[src/rtl/function_area.sv]
// function_area: registered area of a circle (diameter = width), a square
// (side = width) or their sum, selected at elaboration by MODE.
// One cycle of latency from width to area; synchronous active-low reset.
module function_area #(
   parameter int unsigned MODE = 2
) (
   input  logic        clk,
   input  logic        reset,
   input  logic [7:0]  width,
   output logic [16:0] area
);

   // Exact square of the side length; 255*255 = 65025 fits in 16 bits.
   function automatic logic [15:0] square(input logic [7:0] w);
      return {8'd0, w} * {8'd0, w};
   endfunction

   // pi/4 approximated as 201/256; the 24-bit product is floored by dropping
   // the low byte (201*65025 = 13070025 < 2^24, so nothing is lost on top).
   function automatic logic [15:0] circle(input logic [7:0] w);
      logic [23:0] p;
      p = 24'd201 * {16'd0, w} * {16'd0, w};
      return p[23:8];
   endfunction

   // Sum widened to 17 bits so the largest case (116079) cannot wrap.
   function automatic logic [16:0] total(input logic [7:0] w);
      return {1'b0, circle(w)} + {1'b0, square(w)};
   endfunction

   logic [16:0] next_area;

   // Quantity chosen at elaboration; any MODE other than 0 or 1 yields total.
   if (MODE == 0) begin : g_circle
      always_comb next_area = {1'b0, circle(width)};
   end else if (MODE == 1) begin : g_square
      always_comb next_area = {1'b0, square(width)};
   end else begin : g_total
      always_comb next_area = total(width);
   end

   // Output register: cleared while reset is low, otherwise tracks width.
   always_ff @(posedge clk) begin
      if (!reset) area <= '0;
      else        area <= next_area;
   end

endmodule

[config.mk]
export PLATFORM = sky130hd
export DESIGN_NAME = function_area
export DESIGN_NICKNAME = d
export VERILOG_FILES = /design/src/rtl/function_area.sv
export SDC_FILE = /design/constraint.sdc
export NUM_CORES = 1
export LEC_CHECK = 0
export ABC_AREA = 1
export CORE_MARGIN = 2
export CORE_UTILIZATION = 65
export CTS_CLUSTER_SIZE = 14
export DETAILED_ROUTE_END_ITERATION = 8
export GPL_TIMING_DRIVEN = 0
export PLACE_DENSITY = 0.95
export SYNTH_ARGS = -nofsm -noshare
export SYNTH_HDL_FRONTEND = slang
export SYNTH_SLANG_ARGS = --single-unit
[constraint.sdc]
create_clock -name clk -period 17.4 [get_ports clk]
set_clock_uncertainty 0.05 [all_clocks]
set_input_delay 5.22 -clock clk [delete_from_list [all_inputs] [get_ports clk]]
set_output_delay 5.22 -clock clk [all_outputs]
set_load 0.005 [all_outputs]
After elaboration in Yosys (flattened, before gate mapping):

Cells that the tools add are included.

* bits in registers: 17
* latch bits: 0
* memory bits (writable): 0
* bits in read-only memories: 0
* logic and storage cells: 5
* memories kept: 0

* $add $sub $neg: 1
* multipliers: 3
* div/mod/pow operators: 0
* magnitude comparators: 0
* equal/unequal tests: 0
* shifts and indexed selects: 0
* muxes and demuxes: 0
* bitwise gates (word level): 0
* reductions and logical operators: 0

Operator list (count)
* 16-bit by 8-bit multiplier with 24-bit output: 1
* 16-bit by 16-bit adder with 17-bit output: 1
* 8-bit by 8-bit multiplier with 16-bit output: 1
* 8-bit by 8-bit multiplier with 16-bit output, first input constant: 1

Depth between registers and ports, before layout:

Gate-level depths: netlist (run 1).

* depth after elaboration: 3
* mapped depth: 45

Worst setup path before layout (run 1):

No wires, ideal clock.

* path type: in2reg
* start: in width[1]
* end: reg area[13]
* setup time: 113 ps
* arrival: 13673 ps
* required time: 17237 ps
* slack: 3564 ps
* stages on the path: 41
* cell sequence: clkinv_1 -> fa_1 -> inv_1 -> fa_1 -> ha_1 -> nand2_1 -> inv_1 -> nand2_2 -> nand3_2 -> xor2_2 -> nand2_1 -> fa_1 -> inv_1 -> fa_1 -> fa_1 -> inv_1 -> fa_1 -> inv_1 -> [... 5 more ...] -> nand2_1 -> a21oi_1 -> xor2_1 -> fa_1 -> fa_1 -> inv_1 -> fa_1 -> inv_1 -> fa_1 -> inv_1 -> ha_1 -> nand2_1 -> nor3_1 -> nand3_1 -> nand3_1 -> nand2_1 -> nand2_1 -> nor2_1

* word-level cells in the longest chain between the ends: 3
* elaborated cells between the ends (all ways): 4

RTL lines
* start, declared: RTL line 9 `input logic [7:0] width,`
* 8-bit by 8-bit multiplier with 16-bit output: RTL line 22 `p = 24'd201 * {16'd0, w} * {16'd0, w};`
* 16-bit by 8-bit multiplier with 24-bit output: RTL line 22
* 16-bit by 16-bit adder with 17-bit output (*): RTL line 28 `return {1'b0, circle(w)} + {1'b0, square(w)};`
* end signal, assigned: RTL line 45 `else area <= next_area;`
* end, declared: RTL line 10 `output logic [16:0] area`

Mark *: on every way between the ends. The rest lies on a longest branch, timed or not.
A chain may end at the register's enable or synchronous reset.

Worst setup path after layout (run 1):

Ends and elaborated chain as after synthesis.

==> results of run 1 <==
[per-layer routing]
layer / vias to the layer above / track usage
met5: - / 0
met4: 0 / 0.1341
met3: 92 / 0.05731
met2: 329 / 0.5721
met1: 3228 / 0.3866
li1: 3206 / -
[area by class of cell]
type | count | area share
clock buffers | 4 | 0.009548
repair buffers | 26 | 0.03152
plain buffers | 13 | 0.005911
inverters | 304 | 0.1382
flip-flops and latches | 17 | 0.04122
multi-input cells | 738 | 0.7519
well taps | 143 | 0.02167
[metrics by stage]
step | hold WS [ns] | setup WS, ns | area, um^2
6_report | 5.686 | 1.658 | 8255
3_3_place_gp | 5.871 | 1.721 | 8177
3_5_place_dp | 5.873 | 1.570 | 8177
5_1_grt | 5.736 | 1.119 | 8255
2_1_floorplan | 5.290 | 3.564 | 7737
4_1_cts | 5.678 | 1.770 | 8255
[cells by family (layout without fill, tap and decap cells)]
| group | after synthesis | in the layout | share of synthesized area |
|---|---|---|---|
| AO/OA/AOI/OAI | 52 | 52 | 0.03752 |
| AND/OR/NAND/NOR | 422 | 422 | 0.2199 |
| buffers and inverters | 317 | 347 | 0.1538 |
| flip-flops | 17 | 17 | 0.04398 |
| adder cells (fa/ha/maj) | 245 | 245 | 0.5204 |
| XOR/XNOR | 19 | 19 | 0.02442 |
[worst min path at each step]
stage / cells past startpoint / end / slack, ns
final: 3 / area[16] / 5.69
after floorplan: 2 / area[9] / 5.29
after CTS: 3 / area[9] / 5.68
after global routing: 3 / area[9] / 5.74
after global placement: 1 / area[1] / 5.87
after detailed placement: 1 / area[3] / 5.87
[Yosys cell counts, drive strengths merged]
library cell | count | area, um^2
and2 | 2 | 12.51
a21o | 2 | 15.01
xor2 | 14 | 145.1
clkbuf | 11 | 41.29
fa | 128 | 2562
a21boi | 1 | 7.510
o21ai | 9 | 45.04
xnor2 | 5 | 43.79
a21oi | 31 | 155.2
nor2 | 110 | 412.9
nor3 | 3 | 15.01
inv | 302 | 1134
nand3b | 5 | 37.54
dfxtp | 17 | 340.3
nor4 | 2 | 12.51
clkinv | 2 | 7.510
buf | 2 | 7.510
o21a | 2 | 15.01
ha | 117 | 1464
nand4 | 7 | 43.79
nand2 | 251 | 952.2
o21bai | 7 | 52.55
nand3 | 42 | 215.2
==> impl_metrics.ini, run 1 <==
[finish]
largest_reg_flops = 17
final_cell_mix = 299 x inv_1, 247 x nand2_1, 128 x fa_1
num_antenna_cells = 0
top_regs = area: 17 flops
syn_to_final_growth_pct = 6.695
layout-drive-gt1-share = 0.01270
top_register = area
final_nets = 1358
layout_commonest_cell = inv_1
seqCellArea_um2 = 340.3
stdcell_count = 1245
fin_util = 0.7169
fill_cells = 828
multiInputGateArea_mm2 = 0.006207

[routing]
wl_um = 19090
viasPerCell = 5.506
met3_length_um = 1634
drtPass1Iterations = 8
drcViolationCount = 2
top_layer = met4
num_vias = 6855
wl_met1_um = 7075
wire_per_inst_um = 15.34
wl_met2_um = 9428
ant_nets = 0
drt_iter0_drc = 517

[floorplan]
core_area_mm2 = 0.01152
ios = 27
initial_core_util = 0.6719
die_h_um = 113.1
dieWidth_um = 113.1
num_rows = 39
die_area_mm2 = 0.01279

[critical_path]
crit_top_cell = fa_1
cp-end-kind = register
startpoint_type = input pin
crit_path_end = area[13]
cp_top_family = adder cells
critPathSlowestCell = clkdlybuf4s50_1
worst-path-buf-inv = 11
worst_ep_required_time_ns = 17.49
crit_path_max_fanout = 10
crit_type = in2reg
crit_path_start = width[1]
arrival_ns = 15.83
crit_cells = 42
slowest_delay_ns = 0.71

[synthesis]
ys_seq_area_frac = 0.04398
ys_seq_elements = 17
synth_cell_types = 27
syn-num-nets = 1327
syn-instance-count = 1072
synth_area_mm2 = 0.007737
syn_avg_cell_area_um2 = 7.218
ys_warn_count = 0

[sta]
max_freq_mhz = 63.52
rsz0062_at_grt = false
layout_min_cycle_time_ns = 15.74
hold_viol = 0
finalSetupViolations = 0
fin_crit_sh = 0.9047
tightest_slew_ns = 0.7159
slew-limit-headroom = 0.5227
slew_viol_final = 0
fin_tns_setup_ns = 0

[outcome]
violations = DRC
status = complete, but fails checks

[cts]
cts_sinks = 17
clkTransAtPathRegs_ns = 0.05
clock_path_buffers = 2
cts_resized = 0
h-tree-depth = 1
cts_setup_buffers = 0
cts-hold-fix-buffers = 0
root_buffer = clkbuf_16
cts_tree = built
cts_buffers = 3

[min_path]
min_from = reset
hp-class = in2reg

[global_routing]
grtUsageTotal = 0.3223
grt_max_degree = 11
antenna_found_initial = 0
grt-ovfl-total = 0
grt_pass1_vias = 7315
grt_pass1_wl_um = 32970

[placed_design]
hpwl_um = 16410
finalWeightedCongestion = 0.9889
place_inst = 1241
port_buffers = 26

[job]
maxCapViolCount = 0
Power of run 1 is left out: the tool's default activity adds up to more than one toggle a clock period on the data nets, which glitch-free logic cannot reach.
==> inputs of run 2 (changes only) <==
--- a/config.mk
+++ b/config.mk
@@ -11,6 +11,7 @@
 export CTS_CLUSTER_SIZE = 14
 export DETAILED_ROUTE_END_ITERATION = 8
 export GPL_TIMING_DRIVEN = 0
+export MAX_ROUTING_LAYER = met4
 export PLACE_DENSITY = 0.95
 export SYNTH_ARGS = -nofsm -noshare
 export SYNTH_HDL_FRONTEND = slang
==> run 2 against run 1 <==
- the run still ends with DRC left
- setup slack got worse by 0.014 ns
- wire length is 1.7% higher
- non-clock buffer count stayed put
- flip-flop and latch count unchanged
- first-iteration DRC count increased by 7.0%
- hold slack improved by 0.019 ns
- utilization barely moved
- sequential share of layout area hardly changed
- count of clock-buffer cells in the layout is 1 lower
- fmax hardly changed
- largest cell class unchanged
==> impl_metrics.ini, run 2 (synthesized netlist as in run 1, its figures left out) <==
[floorplan]
initial_core_util = 0.6719
core_area_mm2 = 0.01152
die_area_mm2 = 0.01279
die_h_um = 113.1
ios = 27
dieWidth_um = 113.1
num_rows = 39

[finish]
final_nets = 1358
layout-drive-gt1-share = 0.01361
top_register = area
largest_reg_flops = 17
syn_to_final_growth_pct = 6.711
num_antenna_cells = 0
final_area_mm2 = 0.008257
final_cell_mix = 299 x inv_1, 247 x nand2_1, 128 x fa_1
layout_commonest_cell = inv_1
top_regs = area: 17 flops

[sta]
slew-limit-headroom = 0.5403
layout_min_cycle_time_ns = 15.76
fin_tns_setup_ns = 0
max_freq_mhz = 63.47
timing.hold.ws_ns = 5.706
layout_setup_ws_ns = 1.643
tightest_slew_ns = 0.6896
fin_crit_sh = 0.9055
finalSetupViolations = 0
rsz0062_at_grt = false
hold_viol = 0
slew_viol_final = 0

[global_routing]
antenna_found_initial = 0
grt_use_met1 = 0.3873
grt_max_degree = 11
met3_usage = 0.06160
grt_pass1_vias = 7423
grt_pass1_wl_um = 33340
grtUsageTotal = 0.3361
grt.busiest_layer = met2
gr-usage-met2 = 0.5641
grt-ovfl-total = 0

[critical_path]
slowest_delay_ns = 0.70
worst_ep_required_time_ns = 17.49
arrival_ns = 15.85
crit_type = in2reg
startpoint_type = input pin
crit_top_cell = fa_1
critPathSlowestCell = clkdlybuf4s50_1
cp-end-kind = register
crit_path_max_fanout = 10

[placed_design]
port_buffers = 26
place_ws_ns = 1.641
place_area_mm2 = 0.008177
hpwl_um = 16520
finalWeightedCongestion = 1.001

[routing]
viasPerCell = 5.552
num_vias = 6912
drt_iter0_drc = 553
wire_per_inst_um = 15.60
ant_nets = 0
wl_um = 19420
drtPass1Iterations = 8
drcViolationCount = 2

[cts]
h-tree-depth = 1
clock_path_buffers = 2
cts_setup_buffers = 0
cts_resized = 0
root_buffer = clkbuf_16
cts_tree = built
cts_buffers = 3
clkTransAtPathRegs_ns = 0.05
cts_sinks = 17
cts-hold-fix-buffers = 0

[outcome]
status = complete, but fails checks
violations = DRC

[job]
maxCapViolCount = 0

[min_path]
hp-class = in2reg
[run 2: cell types whose count changed in the layout (fill, tap and decap cells not counted), sizes merged]
cell	previous run	this run
clkbuf	15	14
clkinv	2	3
[run 2: per-layer routing]
layer	part of all wire	vias to the layer above
met5	0	-
li1	-	3198
met3	0.093	108
met4	0.057	0
met1	0.37	3236
met2	0.48	370
[run 2: area by class of cell]
type	count	area, um^2
buffer	13	48.80
clock buffer	3	75.07
clock inverter	1	5.005
fill	861	3259
inverter	304	1141
multi-input combinational	738	6207
sequential	17	340.3
tap	143	178.9
timing repair buffer	26	260.3
[run 2: path summary, 6_finish.rpt]
kind | from | depth (start not counted) | slack, ns | to
hold / removal | reset | 3 | 5.71 | area[9]
setup / recovery | width[1] | 42 | 1.64 | area[13]
[run 2: stage by stage]
step | std cells | util
2_1_floorplan | 1072 | -
3_3_place_gp | 1241 | 0.7100
3_5_place_dp | 1241 | 0.7100
4_1_cts | 1245 | 0.7170
5_1_grt | 1245 | 0.7170
6_report | 1245 | 0.7170
[run 2: critical path: cells and delay by family]
| family | cells | cell delay [ns] |
|---|---|---|
| simple gates | 15 | 1.56 |
| buf+inv | 11 | 1.76 |
| fa+ha+maj | 13 | 6.37 |
| compound gates | 1 | 0.19 |
| xor+xnor | 2 | 0.69 |
Power of run 2 is left out for the same reason.
